<file path="src/rtl/cpu_pkg.sv">
// Shared CPU definitions: opcodes, flag bit positions and the control-flow state type.
package cpu_pkg;

    localparam logic [4:0] OP_BRF  = 5'h1B;
    localparam logic [4:0] OP_JMP  = 5'h1C;
    localparam logic [4:0] OP_RETI = 5'h1D;

    localparam logic [2:0] F_Z = 3'd0;
    localparam logic [2:0] F_O = 3'd1;
    localparam logic [2:0] F_N = 3'd2;
    localparam logic [2:0] F_C = 3'd3;
    localparam logic [2:0] F_I = 3'd4;
    localparam logic [2:0] F_A = 3'd5;

    typedef enum logic [0:0] {
        RUN = 1'b0,
        ISR = 1'b1
    } pcstate_t;

endpackage

</file>
<file path="src/rtl/pcunit_branchcond.sv">
// Combinational BRF condition: compares the selected flag against the required value.
module branchcond
    import cpu_pkg::*;
(
    input  logic [7:0] flags,
    input  logic [2:0] s,
    input  logic       val,
    output logic       taken
);

    // Selectors 6 and 7 name no flag and never branch; A with val=1 always branches.
    always_comb begin
        taken = 1'b0;
        case (s)
            F_Z, F_O, F_N, F_C, F_I: taken = (flags[s] == val);
            F_A:                     taken = val | ~flags[F_A];
            default:                 taken = 1'b0;
        endcase
    end

endmodule

</file>
<file path="src/rtl/pcunit.sv">
// Program counter with conditional branch, jump, and single-level interrupt entry/return.
module pcunit
    import cpu_pkg::*;
#(
    parameter int unsigned         PCW  = 8,
    parameter logic [PCW-1:0]      IVEC = 8'hF0
) (
    input  logic           clk,
    input  logic           reset,
    input  logic [4:0]     i,
    input  logic [2:0]     s,
    input  logic           val,
    input  logic [PCW-1:0] target,
    input  logic [7:0]     flags,
    input  logic           irq,
    input  logic           stall,
    output logic [PCW-1:0] pc,
    output logic           in_isr,
    output logic           irq_ack
);

    localparam logic [PCW-1:0] PC_ONE  = {{(PCW-1){1'b0}}, 1'b1};
    localparam logic [PCW-1:0] PC_ZERO = {PCW{1'b0}};

    pcstate_t       state_r;
    logic [PCW-1:0] epc_r;
    logic [PCW-1:0] next_pc_s;
    logic           taken_s;

    branchcond u_branchcond (
        .flags (flags),
        .s     (s),
        .val   (val),
        .taken (taken_s)
    );

    // Normal-flow next PC; RETI falls through to pc+1 here and is resolved in ISR below.
    always_comb begin
        next_pc_s = pc + PC_ONE;
        case (i)
            OP_BRF: begin
                if (taken_s) begin
                    next_pc_s = target;
                end else begin
                    next_pc_s = pc + PC_ONE;
                end
            end
            OP_JMP:  next_pc_s = target;
            default: next_pc_s = pc + PC_ONE;
        endcase
    end

    // PC, saved PC, state and the interrupt handshake outputs.
    always_ff @(posedge clk) begin
        if (reset) begin
            pc      <= PC_ZERO;
            epc_r   <= PC_ZERO;
            state_r <= RUN;
            in_isr  <= 1'b0;
            irq_ack <= 1'b0;
        end else if (stall) begin
            irq_ack <= 1'b0;
        end else begin
            case (state_r)
                RUN: begin
                    if (irq && flags[F_I]) begin
                        // The instruction at pc is dropped; epc makes it re-execute after RETI.
                        epc_r   <= pc;
                        pc      <= IVEC;
                        state_r <= ISR;
                        in_isr  <= 1'b1;
                        irq_ack <= 1'b1;
                    end else begin
                        pc      <= next_pc_s;
                        irq_ack <= 1'b0;
                    end
                end
                ISR: begin
                    irq_ack <= 1'b0;
                    if (i == OP_RETI) begin
                        pc      <= epc_r;
                        state_r <= RUN;
                        in_isr  <= 1'b0;
                    end else begin
                        pc      <= next_pc_s;
                    end
                end
                default: begin
                    pc      <= PC_ZERO;
                    state_r <= RUN;
                    in_isr  <= 1'b0;
                    irq_ack <= 1'b0;
                end
            endcase
        end
    end

endmodule

</file>
<file path="config.mk">
export PLATFORM = sky130hd
export DESIGN_NAME = pcunit
export DESIGN_NICKNAME = d
export VERILOG_FILES = /design/src/rtl/cpu_pkg.sv /design/src/rtl/pcunit_branchcond.sv /design/src/rtl/pcunit.sv
export SDC_FILE = /design/constraint.sdc
export NUM_CORES = 1
export LEC_CHECK = 0
export ABC_AREA = 1
export BUFFER_PORTS_ARGS = -buffer_cell sky130_fd_sc_hd__buf_4
export CAP_MARGIN = 10
export CORE_ASPECT_RATIO = 0.8
export CORE_MARGIN = 3
export CORE_UTILIZATION = 58
export CTS_BUF_LIST = sky130_fd_sc_hd__clkbuf_4
export DETAILED_ROUTE_END_ITERATION = 6
export PLACE_DENSITY = 0.94
export SYNTH_ARGS = -nofsm -noshare
export SYNTH_HDL_FRONTEND = slang
export SYNTH_SLANG_ARGS = --single-unit
</file>
<file path="constraint.sdc">
create_clock -name clk -period 4 [get_ports clk]
set_input_delay 0.2 -clock clk [delete_from_list [all_inputs] [get_ports clk]]
set_output_delay 0.2 -clock clk [all_outputs]
set_load 0.1 [all_outputs]
</file>
Yosys cells after proc, flatten, opt, wreduce, memory -nomap -nowiden
Index checks and enable logic that the tools add are counted.
Widths: inputs -> output; s select.
Operators by class
  add/sub/neg operators: 1
  multiply operators: 0
  div/mod/pow operators: 0
  magnitude comparators: 1
  equality and inequality tests: 11
  shift-type cells: 0
  multiplexer cells: 15
  bitwise gates (word level): 4
  reduce and logical (&&, ||, !) cells: 6
Operator list (count)
  $pmux 8 s2: 2
  $mux 8: 3
  $eq 5x5->1 const B: 3
  $add 8x1->8 const B: 1
  $pmux 1 s2: 4
  $eq 3x2->1 const B: 2
  $eq 3x3->1 const B: 2
  $reduce_and 3->1: 2
  $mux 1: 5
  $reduce_or 5->1: 1
  $lt 3x4->1 const B: 1
  $bmux 1 s3: 1
  $eq 3x1->1 const B: 1
  $logic_not 3->1: 1
  $not 1->1: 3
  $ne 2x1->1 const B: 1
  $ne 2x2->1 const B: 1
  $reduce_or 2->1: 1
  $eq 1x1->1: 1
  $logic_and 1x1->1: 1
  $or 1x1->1: 1
Storage, ports and cells
  flip-flop bits (word level): 19
  latch bits: 0
  RAM bits: 0
  bits in read-only memories: 0
  input port bits: 29
  output and inout port bits: 10
  logic and storage cells: 43
  memories kept: 0

Longest topological paths before layout
Gate-level depths: netlist of run 1.
  depth after elaboration: 8
  mapped depth: 15
  depth with buffers taken out: 14

Modules after synthesis
Synthesis of run 1 repeated with hierarchy kept, for this count alone.
Unflattened totals
  cell total of the unflattened synthesis: 202
  area total of the unflattened synthesis: 1233.7 um2
Modules (own cells, without submodules)
  pcunit: instances 1, cells an instance 167, area each 1092.3 um2, seq. area each 380.4 um2
  branchcond: instances 1, cells an instance 35, area each 141.4 um2, seq. area each 0.0 um2

Least setup slack after synthesis of run 1
OpenSTA, ideal clock, no wires.
  path type: flip-flop to flip-flop
  from: reg pc[0]
  to: reg pc[6]
  setup time: 0.069 ns
  data arrival time: 2.256 ns
  setup slack: 1.675 ns
  stages on the path, launching flop included: 10
  buffers on the path: 0
  period minus slack after synthesis: 2.325 ns
  path through: dfxtp_1 > ha_1 > nand3_1 > nand3b_1 > xor2_1 > nand3_1 > nand3_1 > nand2_1 > nand2_1 > a21oi_2
On the way
  longest elaborated chain between the ends: 5
  elaborated cells on any way between the ends: 6
RTL lines
  start, declared: RTL line pcunit.sv:17  | output logic [PCW-1:0] pc,
  start signal, assigned: RTL line pcunit.sv:74  | pc <= next_pc_s;
  start signal, assigned: RTL line pcunit.sv:81  | pc <= epc_r;
  start signal, assigned: RTL line pcunit.sv:85  | pc <= next_pc_s;
  $add 8x1->8 (*): RTL line pcunit.sv:45, pcunit.sv:49
  $mux 8: RTL line pcunit.sv:42  | if (taken_s) begin
  $pmux 8 s2 (*): RTL line pcunit.sv:40  | case (i)
  $mux 8, on equally long branches: RTL line pcunit.sv:80, pcunit.sv:66
  $pmux 8 s2 (*): RTL line pcunit.sv:64  | case (state_r)
Every way passes the cells marked *; elsewhere a longest branch is shown, timed or not.
A chain may end at the register's enable or synchronous reset.

Final worst setup path of run 1
  from: reg state_r
  to: reg epc_r[1]
On the way
  longest elaborated chain between the ends: 2
RTL lines
  start, declared: RTL line pcunit.sv:25  | pcstate_t state_r;
  start signal, assigned: RTL line pcunit.sv:58  | state_r <= RUN;
  start signal, assigned: RTL line pcunit.sv:70  | state_r <= ISR;
  start signal, assigned: RTL line pcunit.sv:82  | state_r <= RUN;
  $not 1->1 (no source line)
  $reduce_and 3->1 (no source line)
  end signal, assigned: RTL line pcunit.sv:68  | epc_r <= pc;
  end, declared: RTL line pcunit.sv:26  | logic [PCW-1:0] epc_r;
No other way between the ends.

==> results by group, run 1 <==
Clocking
  – TritonCTS clock tree: built
  – CTS buffer count: 3
  – CTS Buffer Depth: 2
  – Post_cts resized: 0
  – H-tree lvl count: 1
  – Reg clk slew, reported paths: 100 ps
  – Later-pin clock latency in the skew report: about 300 ps
  – CTS root buf: clkbuf_4
  – CTS Sinks: 19
  – Setup repair bufs after CTS: 0
  – CTS Hold Bufs: 0

Yosys
  – Simple-gate share of the synthesized area: 33.8%
  – Synth Area in XOR/XNOR: 3.78%
  – Seq cells post-synth: 19
  – Main synth FF type: dfxtp_1
  – YS warnings: 0
  – Main combinational cell family by area after synthesis: simple AND/OR/NAND/NOR gates
  – Asr flop ratio synth: 0%
  – Adder-Cell Fraction of Synth Area: 0.901%
  – Synth top area share: 27.4%
  – Post-synth EDFFs: 0
  – Syn Inst Count: 229
  – Netlist Area Pre-Place: 1390 um^2
  – Yosys cell types: 22
  – Synth top area cells: dfxtp_1 (27%), nand2_1 (14%), nand3_1 (10%)
  – Post-synthesis sequential area ratio: 27.4%
  – Syn Nets: 259
  – Count leader, synth: nand2_1
  – Synth Area in Compound Gates: 22.8%
  – Post-synth top area cell: dfxtp_1
  – Top cells by count, synth: nand2_1 (52), inv_1 (32), nand3_1 (28)
  – Mux share of post-synthesis cell area: 0%
  – Avg Cell Area, Syn: 6.06 um^2

Floorplanning
  – Die W: ~60 um
  – Starting Density: 62.7%
  – Die height: 49.8 um
  – Num ports: 39
  – Core Region: 2210 um^2
  – Standard-cell rows: 15
  – Die ar.: between 3000 and 4000 um^2

Detailed routing
  – DRT Pass-1 Iters: 4
  – DRT iter0 DRCs: 105
  – Vias per Instance: 5.51
  – Post-Route WL: 3700 um
  – DRC violations left: 0
  – Routed Antenna Nets: 0
  – WL/cell: about 13 um
  – Total vias in the final route: 1,597

Cells and area
  – Fill count: roughly 190
  – N_diodes: 0
  – Utilization after layout: 77.0%
  – NumNets Final: 296
  – Layout area overhead: 22.8%
  – Ratio of cells with drive above 1 in the final layout: slightly below 20%

STA
  – Rel. slew slack: 63.7%
  – Period utilization: 42.5%
  – Tmin final: 1700 ps
  – Final setup viols: 0
  – Achievable Freq: 0.589 GHz
  – Final slew viol count: 0
  – Clock Skew: around 3.6 ps
  – Hold Vio Cnt, Final: 0
  – Worst Tran Pin Value: 543 ps
  – Setup slack after layout: about 2300 ps
  – Final TNS setup: 0 ps
  – Hold WS: between 60 and 70 ps
  – RSZ-0062 raised after global routing: false

Placement
  – Routability cong.: roughly 0.9
  – Detail Placement HPWL: 2860 um
  – Setup WS pre-CTS: around 2400 ps
  – Port Buf Inserts: 38

Setup path
  – Endpoint class of the critical path: register
  – Nature of the critical path startpoint: register
  – Crit path max fanout: 19
  – Setup CP Type: reg2reg
  – CP arrival: between 1500 and 2000 ps
  – Worst EP required: 4200 ps

Power and ir drop
  – PwrDens: 297 nW/um^2
  – P_leak: ~0.87 nW
  – Peak VDD IR: around 0.2 mV

GRT
  – Largest net degree at the start of global routing: 20
  – First-pass GRT wire length: around 6000 um
  – GRT Total Usage: 25.4%
  – Antenna violations before repair: 0
  – GRT overflow: 0
  – Vias in the first global route: 1,326

Outcome
  – Status: finished, final reports clean

Flow run
  – Max-cap violations: 0

Worst hold path
  – Hold WC Path Type: in2reg
## cell usage in the layout (no fill, tap or decap)
cell      count
a21oi_1      19
a21oi_2       4
a31oi_1       4
buf_4        38
clkbuf_4      4
clkinv_1      1
dfxtp_1      19
ha_1          1
inv_1        32
inv_2         1
nand2_1      52
nand2_4       1
nand3_1      28
nand3_2       1
nand3_4       1
nand3b_1      1
nand4_2       1
nor2_1       20
o21ai_0      26
o22ai_1       5
xnor2_1       1
xor2_1        5
## per-layer routing
layer | GRT usage, % | routed length, um | vias to the layer above | part of all wire, %
met5 | 0 | 0 | - | 0
met4 | 4.69 | 42 | 0 | 1.1
met3 | 5.76 | 305 | 8 | 8.2
met2 | 39.1 | 1650 | 65 | 45
met1 | 36.1 | 1700 | 696 | 46
li1 | - | - | 828 | -
## path summary, 6_finish.rpt
kind	end	cells after the start	slack, ps	startpoint
hold reg to reg	in_isr	2	480	in_isr
setup / recovery	epc_r[1]	5	2300	state_r
setup reg to reg	epc_r[1]	5	2300	state_r
hold / removal	irq_ack	2	70	reset
## stage by stage
step,cell area [um^2],power [mW],instances
global route,1710,0.533,290
finish,1710,0.507,290
floorplan,1390,0.351,229
detailed placement,1680,0.406,286
CTS,1710,0.507,290
global placement,1680,0.402,286
## flip-flops by register name (all words and copies together), names as in the netlist
name     count
irq_ack      1
state_r      1
in_isr       1
pc           8
epc_r        8
## where the power goes
group / switching [mW] / total (mW) / internal (mW)
registers: 0.0153 / 0.216 / 0.201
clock network: 0.0578 / 0.103 / 0.0457
logic: 0.126 / 0.187 / 0.0610
## critical path: stages, from the launching register on
cell and delay [ps]:
dfxtp_1 680, nor2_1 110, nand2_1 370, inv_1 170, o21ai_0 210, a21oi_1 60
## cell type report
| class | instances | area, um^2 | share of cell area (%) |
|---|---|---|---|
| multi-input combinational | 170 | 851 | 49.9 |
| sequential | 19 | 380 | 22.3 |
| timing repair buffer | 38 | 285 | 16.7 |
| inverter | 34 | 128 | 7.48 |
| tap | 25 | 31.3 | 1.83 |
| clock buffer | 4 | 30.0 | 1.76 |
## kinds of logic (layout without fill, tap and decap cells)
kind of cell,count (synthesis),in the layout
compound gates,58,58
xor+xnor,6,6
fa+ha+maj,1,1
buf+inv,40,76
flops,19,19
simple gates,105,105
(Power assumes the default switching activity.)
==> inputs of run 2 (changes only) <==
ABC_AREA = 0   (was 1)
CORE_UTILIZATION = 52   (was 58)
PLACE_DENSITY = 0.88   (was 0.94)
clock period = 1.6 ns   (was 4 ns; I/O delays follow)
==> run 2 against run 1 <==
  * Sequential cell count stayed put
  * Hold slack improved by 20 ps
  * Register-to-register slack lost 2200 ps
  * Critical path type is now in2reg
  * Largest cell class unchanged
  * Largest power group unchanged
==> results by group, run 2 <==
Outcome
  – Status: finished, final reports clean (unchanged)

Setup path
  – Setup CP Type: in2reg (was reg2reg)
  – Worst R2R End: pc[4] (was epc_r[1])
  – Worst EP required: 1790 ps (was 4200 ps)
  – Crit path max fanout: 5 (was 19)
  – CP startpoint: s[0] (was state_r)
  – Worst r2r src: pc[0] (was state_r)
  – Nature of the critical path startpoint: input port (was register)
  – Endpoint class of the critical path: register (unchanged)
  – Worst r2r path cells: 5 (unchanged)
  – Reg2Reg Setup Slack: 140 ps (was 2300 ps)
  – CP arrival: 1760 ps (was 1900 ps)

Clocking
  – CTS Hold Bufs: 0 (unchanged)
  – CTS buffer count: 3 (unchanged)
  – Later-pin clock latency in the skew report: 310 ps (was 300 ps)
  – CTS Sinks: 19 (unchanged)
  – H-tree lvl count: 1 (unchanged)
  – TritonCTS clock tree: built (unchanged)
  – CTS root buf: clkbuf_4 (unchanged)
  – CTS Buffer Depth: 2 (unchanged)
  – Reg clk slew, reported paths: 120 ps (was 100 ps)

Cells and area
  – Layout area overhead: 37.0% (was 22.8%)
  – Top Registers: epc_r x8, pc x8 (unchanged)
  – NumNets Final: 214 (was 296)
  – N_diodes: 0 (unchanged)
  – Ratio of cells with drive above 1 in the final layout: 39.3% (was 19.2%)
  – Most frequent cells in the layout: buf_4 (49), nand2_1 (19), a21oi_1 (16) (was nand2_1 (52), buf_4 (38), inv_1 (32))
  – Most common cell after layout, fill and taps aside: buf_4 (was nand2_1)
  – Final cell count without fillers: 207 (was 290)

GRT
  – GRT overflow: 0 (unchanged)
  – Antenna violations before repair: 0 (unchanged)
  – Vias in the first global route: 1,171 (was 1,326)
  – First-pass GRT wire length: 5440 um (was 5940 um)
  – GRT Total Usage: 24.4% (was 25.4%)
  – Largest net degree at the start of global routing: 19 (was 20)

Floorplanning
  – Num ports: 39 (unchanged)
  – Die ar.: 2850 um^2 (was 3020 um^2)
  – Starting Density: 58.5% (was 62.7%)
  – Core Region: 2000 um^2 (was 2210 um^2)
  – Die height: 48.4 um (was 49.8 um)
  – Standard-cell rows: 14 (was 15)
  – Die W: 59.0 um (was 60.7 um)

STA
  – Rel. slew slack: 71.8% (was 63.7%)
  – Final slew viol count: 0 (unchanged)
  – Clock Skew: 15.6 ps (was 3.62 ps)
  – Achievable Freq: 0.635 GHz
  – Tmin final: 1570 ps
  – Period utilization: a little over nine tenths
  – Hold WS: 86.8 ps (was 66.8 ps)
  – Final setup viols: 0 (unchanged)
  – Worst Tran Pin Value: 423 ps (was 543 ps)
  – Hold Vio Cnt, Final: 0 (unchanged)

Yosys
  – Seq cells post-synth: 19 (unchanged)
  – Post-synth top area cell: dfxtp_1 (unchanged)
  – Main synth FF type: dfxtp_1 (unchanged)
  – Top cells by count, synth: dfxtp_1 (19), nand2_1 (19), a21oi_1 (16) (was nand2_1 (52), inv_1 (32), nand3_1 (28))
  – Post-synthesis sequential area ratio: 32.6% (was 27.4%)
  – Netlist Area Pre-Place: 1170 um^2 (was 1390 um^2)
  – Synth top area share: 32.6% (was 27.4%)
  – Avg Cell Area, Syn: 8.65 um^2 (was 6.06 um^2)
  – Syn Nets: 165 (was 259)
  – YS warnings: 0 (unchanged)
  – Syn Inst Count: 135 (was 229)
  – Asr flop ratio synth: 0% (unchanged)
  – Post-synth EDFFs: 0 (unchanged)
  – Synth top area cells: dfxtp_1 (33%), mux2i_1 (7.7%), a21oi_1 (6.9%) (was dfxtp_1 (27%), nand2_1 (14%), nand3_1 (10%))
  – Yosys cell types: 36 (was 22)

Power and ir drop
  – P_leak: 0.722 nW (was 0.871 nW)
  – Peak VDD IR: 0.553 mV (was 0.202 mV)
  – PwrDens: 700 nW/um^2 (was 297 nW/um^2)

Placement
  – Routability cong.: 0.836 (was 0.903)
  – Port Buf Inserts: 38 (unchanged)
  – Detail Placement HPWL: 2530 um (was 2860 um)
  – DP Cell Count: 201 (was 286)

Detailed routing
  – Total vias in the final route: 1,264 (was 1,597)
  – DRT iter0 DRCs: 99 (was 105)
  – DRC violations left: 0 (unchanged)
  – DRT Pass-1 Iters: 4 (unchanged)
  – Vias per Instance: 6.11 (was 5.51)
  – WL/cell: 16.7 um (was 12.7 um)
  – Routed Antenna Nets: 0 (unchanged)
  – Post-Route WL: 3470 um (was 3700 um)

Worst hold path
  – Hold Crit Depth: 2 (unchanged)
  – Min-delay src: reset (unchanged)
  – WHS Endpoint: epc_r[2] (was irq_ack)
  – Hold WC Path Type: in2reg (unchanged)

Flow run
  – Max-cap violations: 0 (unchanged)
run 2: stage by stage:
| step | instance area (um^2) | worst slack (ps) | util (%) | setup TNS (ps) | total power [mW] |
|---|---|---|---|---|---|
| global placement | 1550 | -223 | 77.4 | -1380 | 0.841 |
| detailed placement | 1550 | -300 | 77.4 | -1730 | 0.852 |
| global route | 1600 | -7.71 | 80.1 | -7.85 | 1.17 |
| finish | 1600 | 25.4 | 80.1 | 0 | 1.12 |
| floorplan | 1180 | -45.7 | - | -175 | 0.731 |
| CTS | 1580 | 29.7 | 78.9 | 0 | 1.11 |
run 2: layout make-up:
cell class              count  area (um^2)
clock buffers               4         30.0
fillers                   138          398
inverters                   2         7.51
multi-input cells         109          762
flip-flops and latches     19          402
well taps                  24         30.0
repair buffers             49          368
run 2: worst max-delay path, cell delays in order:
cell	delay (ps)
buf_4	90
mux4_2	520
mux2i_4	180
xor2_2	130
a21oi_4	260
buf_4	170
mux2i_1	230
a211oi_1	100
run 2: cells by family after synthesis:
logic type | count (synthesis) | share of synthesized area [%]
and+or+nand+nor | 52 | 21.8
DFF | 19 | 32.6
xor gates and xnor gates | 7 | 5.90
AOI/OAI and AO/OA | 37 | 23.0
muxes | 12 | 13.4
adders and majority gates | 1 | 1.07
buffers and inverters | 7 | 2.25
run 2: layer usage:
layer / up-vias / GRT usage (%) / share of wire (%)
li1: 585 / - / -
met1: 599 / 33.7 / 40
met2: 69 / 38.4 / 49
met3: 11 / 5.05 / 8.7
met4: 0 / 6.42 / 2.0
met5: - / 0 / 0
run 2: repair_timing:
item | in CTS | in global routing
gates resized for setup | 0 | 1
buffers inserted | 0 | 2
endpoints found under the setup margin | 0 | 3
run 2: worst max path at each step:
stage	to	slack (ps)	cells past startpoint
2_1_floorplan	pc[4]	-50	6
3_3_place_gp	pc[6]	-220	7
3_5_place_dp	pc[4]	-300	7
4_1_cts	pc[4]	30	7
5_1_grt	pc[5]	-8	8
6_report	pc[5]	30	8
run 2: where the power goes:
part,total [mW],switching [mW],internal (mW)
combinational,0.338,0.202,0.136
clock,0.269,0.154,0.114
sequential,0.513,0.0254,0.488
total,1.12,0.381,0.739
==> inputs of run 3 (changes only) <==
CORE_UTILIZATION = 50   (was 52)
PLACE_DENSITY = 0.87   (was 0.88)
SYNTH_HIERARCHICAL = 1   (was unset)
==> run 3 against run 2 <==
  * Largest power group unchanged
  * Setup slack worse by 91 ps
  * Clock power down 8.2%
  * The flow now finishes with violations (setup timing)
  * Final cell count down 5.8%
==> results by group, run 3 <==
Cells and area
  – Ratio of cells with drive above 1 in the final layout: 35.1% (was 39.3%)
  – Most common cell after layout, fill and taps aside: buf_4 (unchanged)
  – Top Registers: epc_r x8, pc x8 (unchanged)
  – N_diodes: 0 (unchanged)
  – Most frequent cells in the layout: buf_4 (39), nand2_1 (22), a21oi_1 (13), dfxtp_1 (13), nor2_1 (8) (was buf_4 (49), nand2_1 (19), a21oi_1 (16))
  – Layout area overhead: 35.5% (was 37.0%)
  – Finished Cell Area: 1430 um^2 (was 1600 um^2)
  – NumNets Final: 202 (was 214)
  – Final cell count without fillers: 195 (was 207)

Yosys
  – Synth top area cells: dfxtp_1 (36%), nand2_1 (8.9%), a21oi_1 (6.1%) (was dfxtp_1 (33%), mux2i_1 (7.7%), a21oi_1 (6.9%))
  – Syn Nets: 161 (was 165)
  – Syn Inst Count: 131 (was 135)
  – Post-synth top area cell: dfxtp_1 (unchanged)
  – Main synth FF type: dfxtp_1 (unchanged)
  – Post-synth EDFFs: 0 (unchanged)
  – Avg Cell Area, Syn: 8.08 um^2 (was 8.65 um^2)
  – Asr flop ratio synth: 0% (unchanged)
  – Count leader, synth: nand2_1
  – Yosys cell types: 36 (unchanged)
  – YS warnings: 6 (was 0)
  – Synth top area share: 35.9% (was 32.6%)
  – Top cells by count, synth: nand2_1 (25), dfxtp_1 (19), a21oi_1 (13) (was dfxtp_1 (19), nand2_1 (19), a21oi_1 (16))
  – Seq cells post-synth: 19 (unchanged)
  – Netlist Area Pre-Place: 1060 um^2 (was 1170 um^2)
  – Post-synthesis sequential area ratio: 35.9% (was 32.6%)

Setup path
  – CP arrival: 1860 ps (was 1760 ps)
  – Slowest stage cell, crit path: mux4_2 (unchanged)
  – Critical path's top delay family: simple AND/OR/NAND/NOR gates (was multiplexers)
  – Worst r2r path cells: 6 (was 5)
  – Setup CP Type: in2reg (unchanged)
  – CP Cell Sequence: buf_6 > mux4_2 > xor2_1 > o32ai_1 > nand4b_1 > a21o_1 > or4_1 > o221ai_2 > o31ai_1 (was buf_4 > mux4_2 > mux2i_4 > xor2_2 > a21oi_4 > buf_4 > mux2i_1 > a211oi_1)
  – Crit path max fanout: 4 (was 5)
  – Reg2Reg Setup Slack: 130 ps (was 140 ps)
  – Crit path buf inv count: 1 (was 2)
  – Worst EP required: 1790 ps (about the same)
  – Worst r2r src: pc[0] (unchanged)
  – Nature of the critical path startpoint: input port (unchanged)
  – Endpoint class of the critical path: register (unchanged)
  – Worst R2R End: pc[4] (unchanged)
  – Peak per-stage delay on the critical path: 500 ps (was 520 ps)

Placement
  – Setup WS pre-CTS: -440 ps (was -300 ps)
  – DP Cell Count: 191 (was 201)
  – Placed Instance Area: 1380 um^2 (was 1550 um^2)
  – Port Buf Inserts: 36 (was 38)
  – Routability cong.: 0.870 (was 0.836)
  – Detail Placement HPWL: 2240 um (was 2530 um)

STA
  – Achievable Freq: 0.600 GHz (was 0.635 GHz)
  – RSZ-0062 raised after global routing: true
  – Clock Skew: 2.50 ps (was 15.6 ps)
  – Worst Tran Pin Value: 299 ps (was 423 ps)
  – Final slew viol count: 0 (unchanged)
  – Rel. slew slack: 80.0% (was 71.8%)
  – Hold Vio Cnt, Final: 0 (unchanged)
  – Final setup viols: 6 (was 0)
  – Period utilization: 104% (was 98.4%)
  – Hold WS: 48.0 ps (was 86.8 ps)
  – Tmin final: 1670 ps (was 1570 ps)
  – Setup slack after layout: -65.4 ps (was 25.4 ps)
  – Final TNS setup: -216 ps (was 0 ps)

Power and ir drop
  – PwrDens: 794 nW/um^2 (was 700 nW/um^2)
  – Peak VDD IR: 0.766 mV (was 0.553 mV)
  – P_leak: 0.593 nW (was 0.722 nW)

Detailed routing
  – DRC violations left: 0 (unchanged)
  – DRT Pass-1 Iters: 4 (unchanged)
  – WL met3: 216 um (was 302 um)
  – WL/cell: 15.9 um (was 16.7 um)
  – DR top layer: met3 (was met4)
  – WL met2: 1610 um (was 1700 um)
  – Routed Antenna Nets: 0 (unchanged)
  – Post-Route WL: 3110 um (was 3470 um)
  – Vias per Instance: 6.06 (was 6.11)
  – Met1 wire length: 1280 um (was 1390 um)
  – DRT iter0 DRCs: 30 (was 99)
  – Total vias in the final route: 1,181 (was 1,264)

Worst hold path
  – WHS Endpoint: pc[7] (was epc_r[2])
  – Hold WC Path Type: in2reg (unchanged)
  – Hold Crit Depth: 3 (was 2)
  – Min-delay src: target[7] (was reset)

Clocking
  – CTS Sinks: 19 (unchanged)
  – TritonCTS clock tree: built (unchanged)
  – Later-pin clock latency in the skew report: 300 ps (was 310 ps)
  – H-tree lvl count: 1 (unchanged)
  – CTS buffer count: 3 (unchanged)
  – CTS Buffer Depth: 2 (unchanged)
  – Reg clk slew, reported paths: 110 ps (was 120 ps)
  – Setup repair bufs after CTS: 0 (unchanged)
  – CTS root buf: clkbuf_4 (unchanged)

GRT
  – GRT overflow: 0 (unchanged)
  – Largest net degree at the start of global routing: 22 (was 19)
  – Antenna violations before repair: 0 (unchanged)
  – First-pass GRT wire length: 4960 um (was 5440 um)
  – Vias in the first global route: 1,113 (was 1,171)
  – GRT Total Usage: 23.9% (was 24.4%)

Floorplanning
  – Core Region: 1940 um^2 (was 2000 um^2)
  – Die W: 57.4 um (was 59.0 um)
  – Die ar.: 2710 um^2 (was 2850 um^2)
  – Starting Density: 54.4% (was 58.5%)
  – Die height: 47.2 um (was 48.4 um)
  – Num ports: 39 (unchanged)
  – Standard-cell rows: 14 (unchanged)

Outcome
  – Failing checks: setup timing
  – Status: finished, violations left (was finished, final reports clean)

Flow run
  – Max-cap violations: 0 (unchanged)
==> run 3: changes by cell type after synthesis, sizes merged, moves of 4 or more <==
cell and change:
a221oi +5, o211ai +5, mux2i -8, a21oi -4, nand2 +6
==> run 3: worst register-to-register path: stages, from the launching register on <==
cell and delay (ps):
dfxtp_2 430, ha_1 270, nand3_1 130, xnor2_1 150, nand2_2 60, o211ai_1 80, a221oi_1 240
==> run 3: worst max-delay path by stage <==
stage	start	endpoint	slack (ps)	depth (start not counted)
floorplan	s[0]	pc[1]	-220	8
global placement	s[0]	pc[6]	-360	9
detailed placement	s[0]	pc[5]	-440	10
CTS	s[0]	pc[5]	-60	9
global route	s[0]	pc[6]	-150	9
finish	s[0]	pc[5]	-70	9
==> run 3: what timing repair did <==
item | in CTS | in global routing
gates resized for setup | 6 | 1
hold buffers | 0 | 0
setup endpoints to repair | 7 | 7
pin swaps | 3 | 0
==> run 3: per-layer routing <==
metal | vias to the layer above | GRT usage (%)
li1 | 555 | -
met1 | 579 | 28.4
met2 | 47 | 46.2
met3 | 0 | 5.77
met4 | 0 | 2.78
met5 | - | 0
==> run 3: final cells by class <==
type	count	area (um^2)
Multi-Input combinational cell	102	647
Fill cell	157	510
Sequential cell	19	388
Timing Repair Buffer	42	327
Tap cell	24	30.0
Clock buffer	3	22.5
Inverter	4	15.0
Clock inverter	1	5.00
==> run 3: cell families (layout without fill, tap and decap cells) <==
| logic type | after synthesis | in the layout | share of synthesized area [%] |
|---|---|---|---|
| multiplexers | 4 | 4 | 5.44 |
| AO/OA/AOI/OAI | 35 | 35 | 22.5 |
| flip-flops | 19 | 19 | 35.9 |
| adder cells (fa/ha/maj) | 1 | 1 | 1.18 |
| AND/OR/NAND/NOR | 55 | 55 | 24.9 |
| buffers and inverters | 10 | 50 | 4.26 |
| XOR/XNOR | 7 | 7 | 5.79 |
==> run 3: through the flow <==
step | total power, mW | util (%)
finish | 1.14 | 73.7
floorplan | 0.772 | -
global placement | 0.880 | 71.0
global route | 1.19 | 73.7
CTS | 1.13 | 73.6
detailed placement | 0.889 | 71.0
==> run 3: report_power, final <==
group | switching, mW | internal [mW] | total, mW | leakage (nW)
Sequential | 0.0322 | 0.498 | 0.530 | 0.157
Clock | 0.154 | 0.0933 | 0.247 | 0.0177
Combinational | 0.225 | 0.135 | 0.360 | 0.418
Total | 0.412 | 0.727 | 1.14 | 0.593
